### src/rtl/alu_rs.sv
// alu_rs: reservation station in front of the integer ALU.
// Holds decoded ops until both operands are known (capturing them from the
// CDB), then hands one ready op per cycle to the ALU. Tag 0 on alu_des marks
// an idle (bubble) cycle.

// ---------------------------------------------------------------------------
// One station slot: holds an op and its two operands, and watches the CDB.
// ---------------------------------------------------------------------------
module alu_rs_slot #(
    parameter int TAG_W = 3
) (
    input  logic             clk,
    input  logic             rst,
    input  logic             wr_en,      // write the issued op into this slot
    input  logic             disp_en,    // this slot is being dispatched
    input  logic             flush,
    input  logic [3:0]       issue_op,
    input  logic [31:0]      issue_v1,
    input  logic [31:0]      issue_v2,
    input  logic             issue_w1,
    input  logic             issue_w2,
    input  logic [TAG_W-1:0] issue_q1,
    input  logic [TAG_W-1:0] issue_q2,
    input  logic [TAG_W-1:0] issue_des,
    input  logic             cdb_valid,
    input  logic [TAG_W-1:0] cdb_tag,
    input  logic [31:0]      cdb_value,
    output logic             busy,
    output logic             ready,
    output logic [3:0]       op,
    output logic [31:0]      v1,
    output logic [31:0]      v2,
    output logic [TAG_W-1:0] des
);

    logic             busy_q, busy_d;
    logic [3:0]       op_q, op_d;
    logic [TAG_W-1:0] des_q, des_d;
    logic             w1_q, w1_d, w2_q, w2_d;
    logic [TAG_W-1:0] q1_q, q1_d, q2_q, q2_d;
    logic [31:0]      v1_q, v1_d, v2_q, v2_d;

    // A broadcast of tag 0 carries no result and must never wake anything.
    logic cdb_live;
    assign cdb_live = cdb_valid && (cdb_tag != '0);

    // Next-state: wakeup of held operands, dispatch release, issue write, flush.
    always_comb begin
        busy_d = busy_q;
        op_d   = op_q;
        des_d  = des_q;
        w1_d   = w1_q;
        q1_d   = q1_q;
        v1_d   = v1_q;
        w2_d   = w2_q;
        q2_d   = q2_q;
        v2_d   = v2_q;

        if (busy_q && w1_q && cdb_live && (q1_q == cdb_tag)) begin
            w1_d = 1'b0;
            v1_d = cdb_value;
        end
        if (busy_q && w2_q && cdb_live && (q2_q == cdb_tag)) begin
            w2_d = 1'b0;
            v2_d = cdb_value;
        end

        if (disp_en) begin
            busy_d = 1'b0;
        end

        // Only ever asserted on a free slot, so it never collides with dispatch.
        // A matching broadcast in the issue cycle is forwarded straight in.
        if (wr_en) begin
            busy_d = 1'b1;
            op_d   = issue_op;
            des_d  = issue_des;
            q1_d   = issue_q1;
            q2_d   = issue_q2;
            if (issue_w1 && cdb_live && (issue_q1 == cdb_tag)) begin
                w1_d = 1'b0;
                v1_d = cdb_value;
            end else begin
                w1_d = issue_w1;
                v1_d = issue_v1;
            end
            if (issue_w2 && cdb_live && (issue_q2 == cdb_tag)) begin
                w2_d = 1'b0;
                v2_d = cdb_value;
            end else begin
                w2_d = issue_w2;
                v2_d = issue_v2;
            end
        end

        // Squash dominates; stale operand fields are harmless once busy is low.
        if (flush) begin
            busy_d = 1'b0;
        end
    end

    // Slot state registers.
    always_ff @(posedge clk or posedge rst) begin
        if (rst) begin
            busy_q <= 1'b0;
            op_q   <= '0;
            des_q  <= '0;
            w1_q   <= 1'b0;
            q1_q   <= '0;
            v1_q   <= '0;
            w2_q   <= 1'b0;
            q2_q   <= '0;
            v2_q   <= '0;
        end else begin
            busy_q <= busy_d;
            op_q   <= op_d;
            des_q  <= des_d;
            w1_q   <= w1_d;
            q1_q   <= q1_d;
            v1_q   <= v1_d;
            w2_q   <= w2_d;
            q2_q   <= q2_d;
            v2_q   <= v2_d;
        end
    end

    // Readiness uses registered state only: operands captured at an edge
    // become eligible from the following cycle.
    assign busy  = busy_q;
    assign ready = busy_q && !w1_q && !w2_q;
    assign op    = op_q;
    assign v1    = v1_q;
    assign v2    = v2_q;
    assign des   = des_q;

endmodule

// ---------------------------------------------------------------------------
// Top: slot array, free-slot allocation, ready select and registered outputs.
// ---------------------------------------------------------------------------
module alu_rs #(
    parameter int ENTRIES = 4,
    parameter int TAG_W   = 3
) (
    input  logic             clk,
    input  logic             rst,
    input  logic             issue_valid,
    input  logic [3:0]       issue_op,
    input  logic [31:0]      issue_v1,
    input  logic [31:0]      issue_v2,
    input  logic             issue_w1,
    input  logic             issue_w2,
    input  logic [TAG_W-1:0] issue_q1,
    input  logic [TAG_W-1:0] issue_q2,
    input  logic [TAG_W-1:0] issue_des,
    output logic             full,
    input  logic             cdb_valid,
    input  logic [TAG_W-1:0] cdb_tag,
    input  logic [31:0]      cdb_value,
    input  logic             flush,
    output logic [3:0]       alu_op,
    output logic [31:0]      alu_v1,
    output logic [31:0]      alu_v2,
    output logic [TAG_W-1:0] alu_des
);

    logic [ENTRIES-1:0]            slot_busy;
    logic [ENTRIES-1:0]            slot_ready;
    logic [ENTRIES-1:0][3:0]       slot_op;
    logic [ENTRIES-1:0][31:0]      slot_v1;
    logic [ENTRIES-1:0][31:0]      slot_v2;
    logic [ENTRIES-1:0][TAG_W-1:0] slot_des;

    logic [ENTRIES-1:0] wr_sel;
    logic [ENTRIES-1:0] disp_sel;

    logic             full_q, full_d;
    logic [3:0]       alu_op_q, alu_op_d;
    logic [31:0]      alu_v1_q, alu_v1_d;
    logic [31:0]      alu_v2_q, alu_v2_d;
    logic [TAG_W-1:0] alu_des_q, alu_des_d;

    genvar g;
    generate
        for (g = 0; g < ENTRIES; g++) begin : g_slot
            alu_rs_slot #(.TAG_W(TAG_W)) u_slot (
                .clk       (clk),
                .rst       (rst),
                .wr_en     (wr_sel[g]),
                .disp_en   (disp_sel[g]),
                .flush     (flush),
                .issue_op  (issue_op),
                .issue_v1  (issue_v1),
                .issue_v2  (issue_v2),
                .issue_w1  (issue_w1),
                .issue_w2  (issue_w2),
                .issue_q1  (issue_q1),
                .issue_q2  (issue_q2),
                .issue_des (issue_des),
                .cdb_valid (cdb_valid),
                .cdb_tag   (cdb_tag),
                .cdb_value (cdb_value),
                .busy      (slot_busy[g]),
                .ready     (slot_ready[g]),
                .op        (slot_op[g]),
                .v1        (slot_v1[g]),
                .v2        (slot_v2[g]),
                .des       (slot_des[g])
            );
        end
    endgenerate

    // Pick the lowest free slot for issue and the lowest ready slot for
    // dispatch (no age tracking), then form the next output and full values.
    always_comb begin
        logic found_free;
        logic found_rdy;
        wr_sel     = '0;
        disp_sel   = '0;
        found_free = 1'b0;
        found_rdy  = 1'b0;
        alu_op_d   = '0;
        alu_v1_d   = '0;
        alu_v2_d   = '0;
        alu_des_d  = '0;

        for (int i = 0; i < ENTRIES; i++) begin
            if (!slot_busy[i] && !found_free) begin
                found_free = 1'b1;
                wr_sel[i]  = issue_valid && !full_q && !flush;
            end
            if (slot_ready[i] && !found_rdy) begin
                found_rdy   = 1'b1;
                disp_sel[i] = !flush;
            end
        end

        for (int i = 0; i < ENTRIES; i++) begin
            if (disp_sel[i]) begin
                alu_op_d  = slot_op[i];
                alu_v1_d  = slot_v1[i];
                alu_v2_d  = slot_v2[i];
                alu_des_d = slot_des[i];
            end
        end

        // Occupancy after this edge: dispatched slot leaves, issued slot joins.
        full_d = !flush && (&((slot_busy & ~disp_sel) | wr_sel));
    end

    // Registered ALU-facing outputs and the full flag.
    always_ff @(posedge clk or posedge rst) begin
        if (rst) begin
            full_q    <= 1'b0;
            alu_op_q  <= '0;
            alu_v1_q  <= '0;
            alu_v2_q  <= '0;
            alu_des_q <= '0;
        end else begin
            full_q    <= full_d;
            alu_op_q  <= alu_op_d;
            alu_v1_q  <= alu_v1_d;
            alu_v2_q  <= alu_v2_d;
            alu_des_q <= alu_des_d;
        end
    end

    assign full    = full_q;
    assign alu_op  = alu_op_q;
    assign alu_v1  = alu_v1_q;
    assign alu_v2  = alu_v2_q;
    assign alu_des = alu_des_q;

endmodule

### config.mk
export PLATFORM = sky130hd
export DESIGN_NAME = alu_rs
export DESIGN_NICKNAME = d
export VERILOG_FILES = /design/src/rtl/alu_rs.sv
export SDC_FILE = /design/constraint.sdc
export NUM_CORES = 1
export LEC_CHECK = 0
export CAP_MARGIN = 20
export CORE_MARGIN = 2
export CORE_UTILIZATION = 45
export CTS_BUF_LIST = sky130_fd_sc_hd__clkbuf_8
export DETAILED_ROUTE_END_ITERATION = 6
export PLACE_DENSITY = 0.64
export SETUP_SLACK_MARGIN = 0.5
export SLEW_MARGIN = 20
export SYNTH_ARGS = -nofsm -noshare
export SYNTH_HDL_FRONTEND = slang
export SYNTH_SLANG_ARGS = --single-unit
export TNS_END_PERCENT = 5
### constraint.sdc
create_clock -name clk -period 15.98 [get_ports clk]
set_clock_uncertainty 0.15 [all_clocks]
set_input_delay 3.196 -clock clk [delete_from_list [all_inputs] [get_ports clk]]
set_output_delay 3.196 -clock clk [all_outputs]
set_load 0.05 [all_outputs]
==> flow_metrics.py <==
metrics = {
    "routing": {
        "ant_nets": 0,
        "vias": 15600,
        "drt-pass1-iter-count": 7,
        "routedWlPerCell_um": 25.3,
        "routed_wl_um": 62200,
        "first_iter_violations": 1758,
        "drc_errors": 2,
        "vias_per_cell": 6.34,
    },
    "clock_network": {
        "cts_buffers": 69,
        "h-tree-depth": 3,
        "cts_hold_buffers": 0,
        "postCtsSetupBuffers": 0,
        "post_cts_resized": 0,
        "cts.path.max_buffers": 3,
        "clkSlewWorstSetupHoldPaths_ps": 60,
        "root_buffer": "clkbuf_8",
        "cts.sinks": 392,
        "clock_latency_ps": 630,
        "cts_tree": "done",
    },
    "global_route": {
        "grt_max_degree": 112,
        "grtUsageTotal": 0.298,
        "grt_pass1_vias": 16200,
        "antenna_found_initial": 2,
        "grt_pass1_wl_um": 96000,
        "gr-total-overflow": 0,
    },
    "setup_path": {
        "cp_max_fo": 36,
        "start_kind": "input pin",
        "crit_required_ps": 16260,
        "endpoint_kind": "register",
        "path_class": "input pin to register",
        "arrival_ps": 7180,
    },
    "floorplanning": {
        "core_um2": 39900,
        "start_util": 0.458,
        "placementRows": 73,
        "die_y_um": 206,
        "ioPinCount": 191,
        "die_w_um": 206,
        "dieArea_um2": 42200,
    },
    "sta": {
        "finalHoldViolCount": 0,
        "worst_slew_pin_slew_ps": 1200,
        "rsz0062_at_grt": "false",
        "period_needed_ps": 6900,
        "whs_ps": 319,
        "setup_viol": 0,
        "setup_slack_ps": 9080,
        "fmax_mhz": 145,
        "finalCritPeriodShare": 0.432,
        "tns_ps": 0,
        "drv_slew": 0,
        "relSlewSlack": 0.199,
    },
    "power": {
        "leakagePower_nw": 10.2,
        "ir_worst_vdd_v": 0.0000601,
        "p_per_area_nw_per_um2": 120,
    },
    "place": {
        "port-buffer-count": 190,
        "hpwl_um": 35200,
        "pre_cts_ws_ps": 8540,
        "postPlaceCellArea_um2": 20600,
        "place_congestion": 0.833,
    },
    "logic_synthesis": {
        "syn_area_um2": 18300,
        "synth-edff-count": 0,
        "syn_avg_cell_area_um2": 10.4,
        "ys.flop_type": "dfrtp_1",
        "syn_inst": 1755,
        "synth_cell_types": 52,
        "async_reset_ff_frac": 1.00,
        "ys_seq_area_frac": 0.537,
        "syn-num-nets": 1874,
        "ys_warn_count": 0,
        "synth-seq-cells": 392,
    },
    "run": {
        "cap_violations": 0,
    },
    "cells_and_area": {
        "stdcell_area_um2": 22100,
        "nets": 2008,
        "fillCellCount": 3473,
        "area_delta_synth_final_pct": 21.1,
        "drive_gt1_frac": 0.0966,
    },
    "hold_path": {
        "hold_path_class": "register to register",
    },
    "run_status": {
        "outcome": "finished with violations",
        "violations": "DRC",
    },
}
layout by cell type, fill, tap and decap left out, types with 5 or more instances in the layout:
master / netlist / routed
o21ai_1: 32 / 30
buf_16: 0 / 7
inv_1: 135 / 154
a21oi_1: 109 / 107
mux2_2: 23 / 23
clkbuf_8: 0 / 90
a221o_1: 160 / 160
xor2_1: 11 / 11
nand2_1: 156 / 156
nand2b_1: 71 / 71
dfrtp_1: 392 / 392
buf_4: 4 / 29
clkinv_2: 0 / 5
and2_1: 37 / 36
a32oi_1: 32 / 32
nor2_1: 45 / 42
a22o_1: 71 / 71
a222oi_1: 64 / 64
o21ai_0: 85 / 85
xnor2_1: 17 / 17
clkdlybuf4s50_1: 0 / 190
nand4_1: 6 / 6
and3_1: 97 / 97
kinds of logic (layout without fill, tap and decap cells):
| family | count (synthesis) | after routing | share of synthesized area |
|---|---|---|---|
| compound gates | 573 | 573 | 0.245 |
| simple gates | 441 | 441 | 0.125 |
| flops | 392 | 392 | 0.537 |
| buf+inv | 298 | 479 | 0.0656 |
| xor+xnor | 28 | 28 | 0.0134 |
| mux | 23 | 23 | 0.0142 |
| other cells | 0 | 2 | 0 |
synth_stat cells (all sizes together) (3+ instances only):
library cell	instances	area share
a2111oi	3	0.0036
a21oi	110	0.030
a221o	160	0.088
a222oi	64	0.035
a22o	71	0.034
a32oi	32	0.015
and2	37	0.013
and3	97	0.033
buf	51	0.015
clkbuf	112	0.023
dfrtp	392	0.54
inv	135	0.028
mux2	23	0.014
nand2	157	0.032
nand2b	71	0.024
nand3	5	0.0016
nand4	6	0.0021
nor2	45	0.0092
nor2b	5	0.0017
nor3b	3	0.0015
o21ai	118	0.033
o22ai	4	0.0014
o2bb2ai	3	0.0014
or3b	3	0.0014
xnor2	17	0.0081
xor2	11	0.0053
layer usage:
layer	wire length (µm)	GRT usage	up-vias
met5	0	0	-
met4	1630	0.112	0
met3	6170	0.0611	117
met2	28400	0.462	910
met1	26000	0.412	7857
li1	-	-	6738
critical path: stages:
cell,delay (ps)
clkdlybuf4s50_1,930
o21bai_1,200
a2111oi_4,720
nand2_2,730
o22ai_4,1140
a222oi_1,230
power by group:
part           switching (mW)  internal, mW
registers              0.0909          1.17
logic                   0.247         0.236
clock network           0.420         0.502
total                   0.758          1.90
stage by stage:
| step | power, mW | utilization | instances |
|---|---|---|---|
| floorplan | 1.58 | - | 1755 |
| global placement | 1.73 | 0.515 | 2336 |
| detailed placement | 1.74 | 0.516 | 2337 |
| CTS | 2.67 | 0.550 | 2455 |
| global route | 2.79 | 0.554 | 2462 |
| finish | 2.66 | 0.554 | 2463 |
final cells by class:
type,instances,area [µm²],area share
well taps,525,657,0.0297
clock inverters,28,125,0.00565
inverters,135,514,0.0232
repair buffers,226,2310,0.105
flip-flops and latches,392,9810,0.443
multi-input cells,1065,7460,0.337
diodes,2,5.00,0.000226
clock buffers,90,1240,0.0560
final timing paths:
check                                   startpoint                 endpoint  slack (ps)  cells past startpoint
setup reg to reg             g_slot[1].u_slot.busy               alu_v2[27]       11860                      8
hold reg to reg            g_slot[2].u_slot.des[2]  g_slot[2].u_slot.des[2]         320                      2
min in group asynchronous                      rst               alu_v1[21]        2970                      2
setup / recovery                        cdb_tag[2]  g_slot[0].u_slot.v2[17]        9080                      6
max in group asynchronous                      rst  g_slot[1].u_slot.v1[13]       11170                      3
hold / removal             g_slot[2].u_slot.des[2]  g_slot[2].u_slot.des[2]         320                      2
state kept, by name, summed over array words and instances, names as in the netlist:
signal              count
g_slot.u_slot.v1      128
g_slot.u_slot.v2      128
alu_v1                 32
alu_v2                 32
g_slot.u_slot.op       16
g_slot.u_slot.des      12
g_slot.u_slot.q1_q     12
g_slot.u_slot.q2_q     12
alu_op                  4
g_slot.u_slot.busy      4
g_slot.u_slot.w1_q      4
g_slot.u_slot.w2_q      4
alu_des                 3
full                    1
No activity file was read; power rests on OpenSTA's default activity.
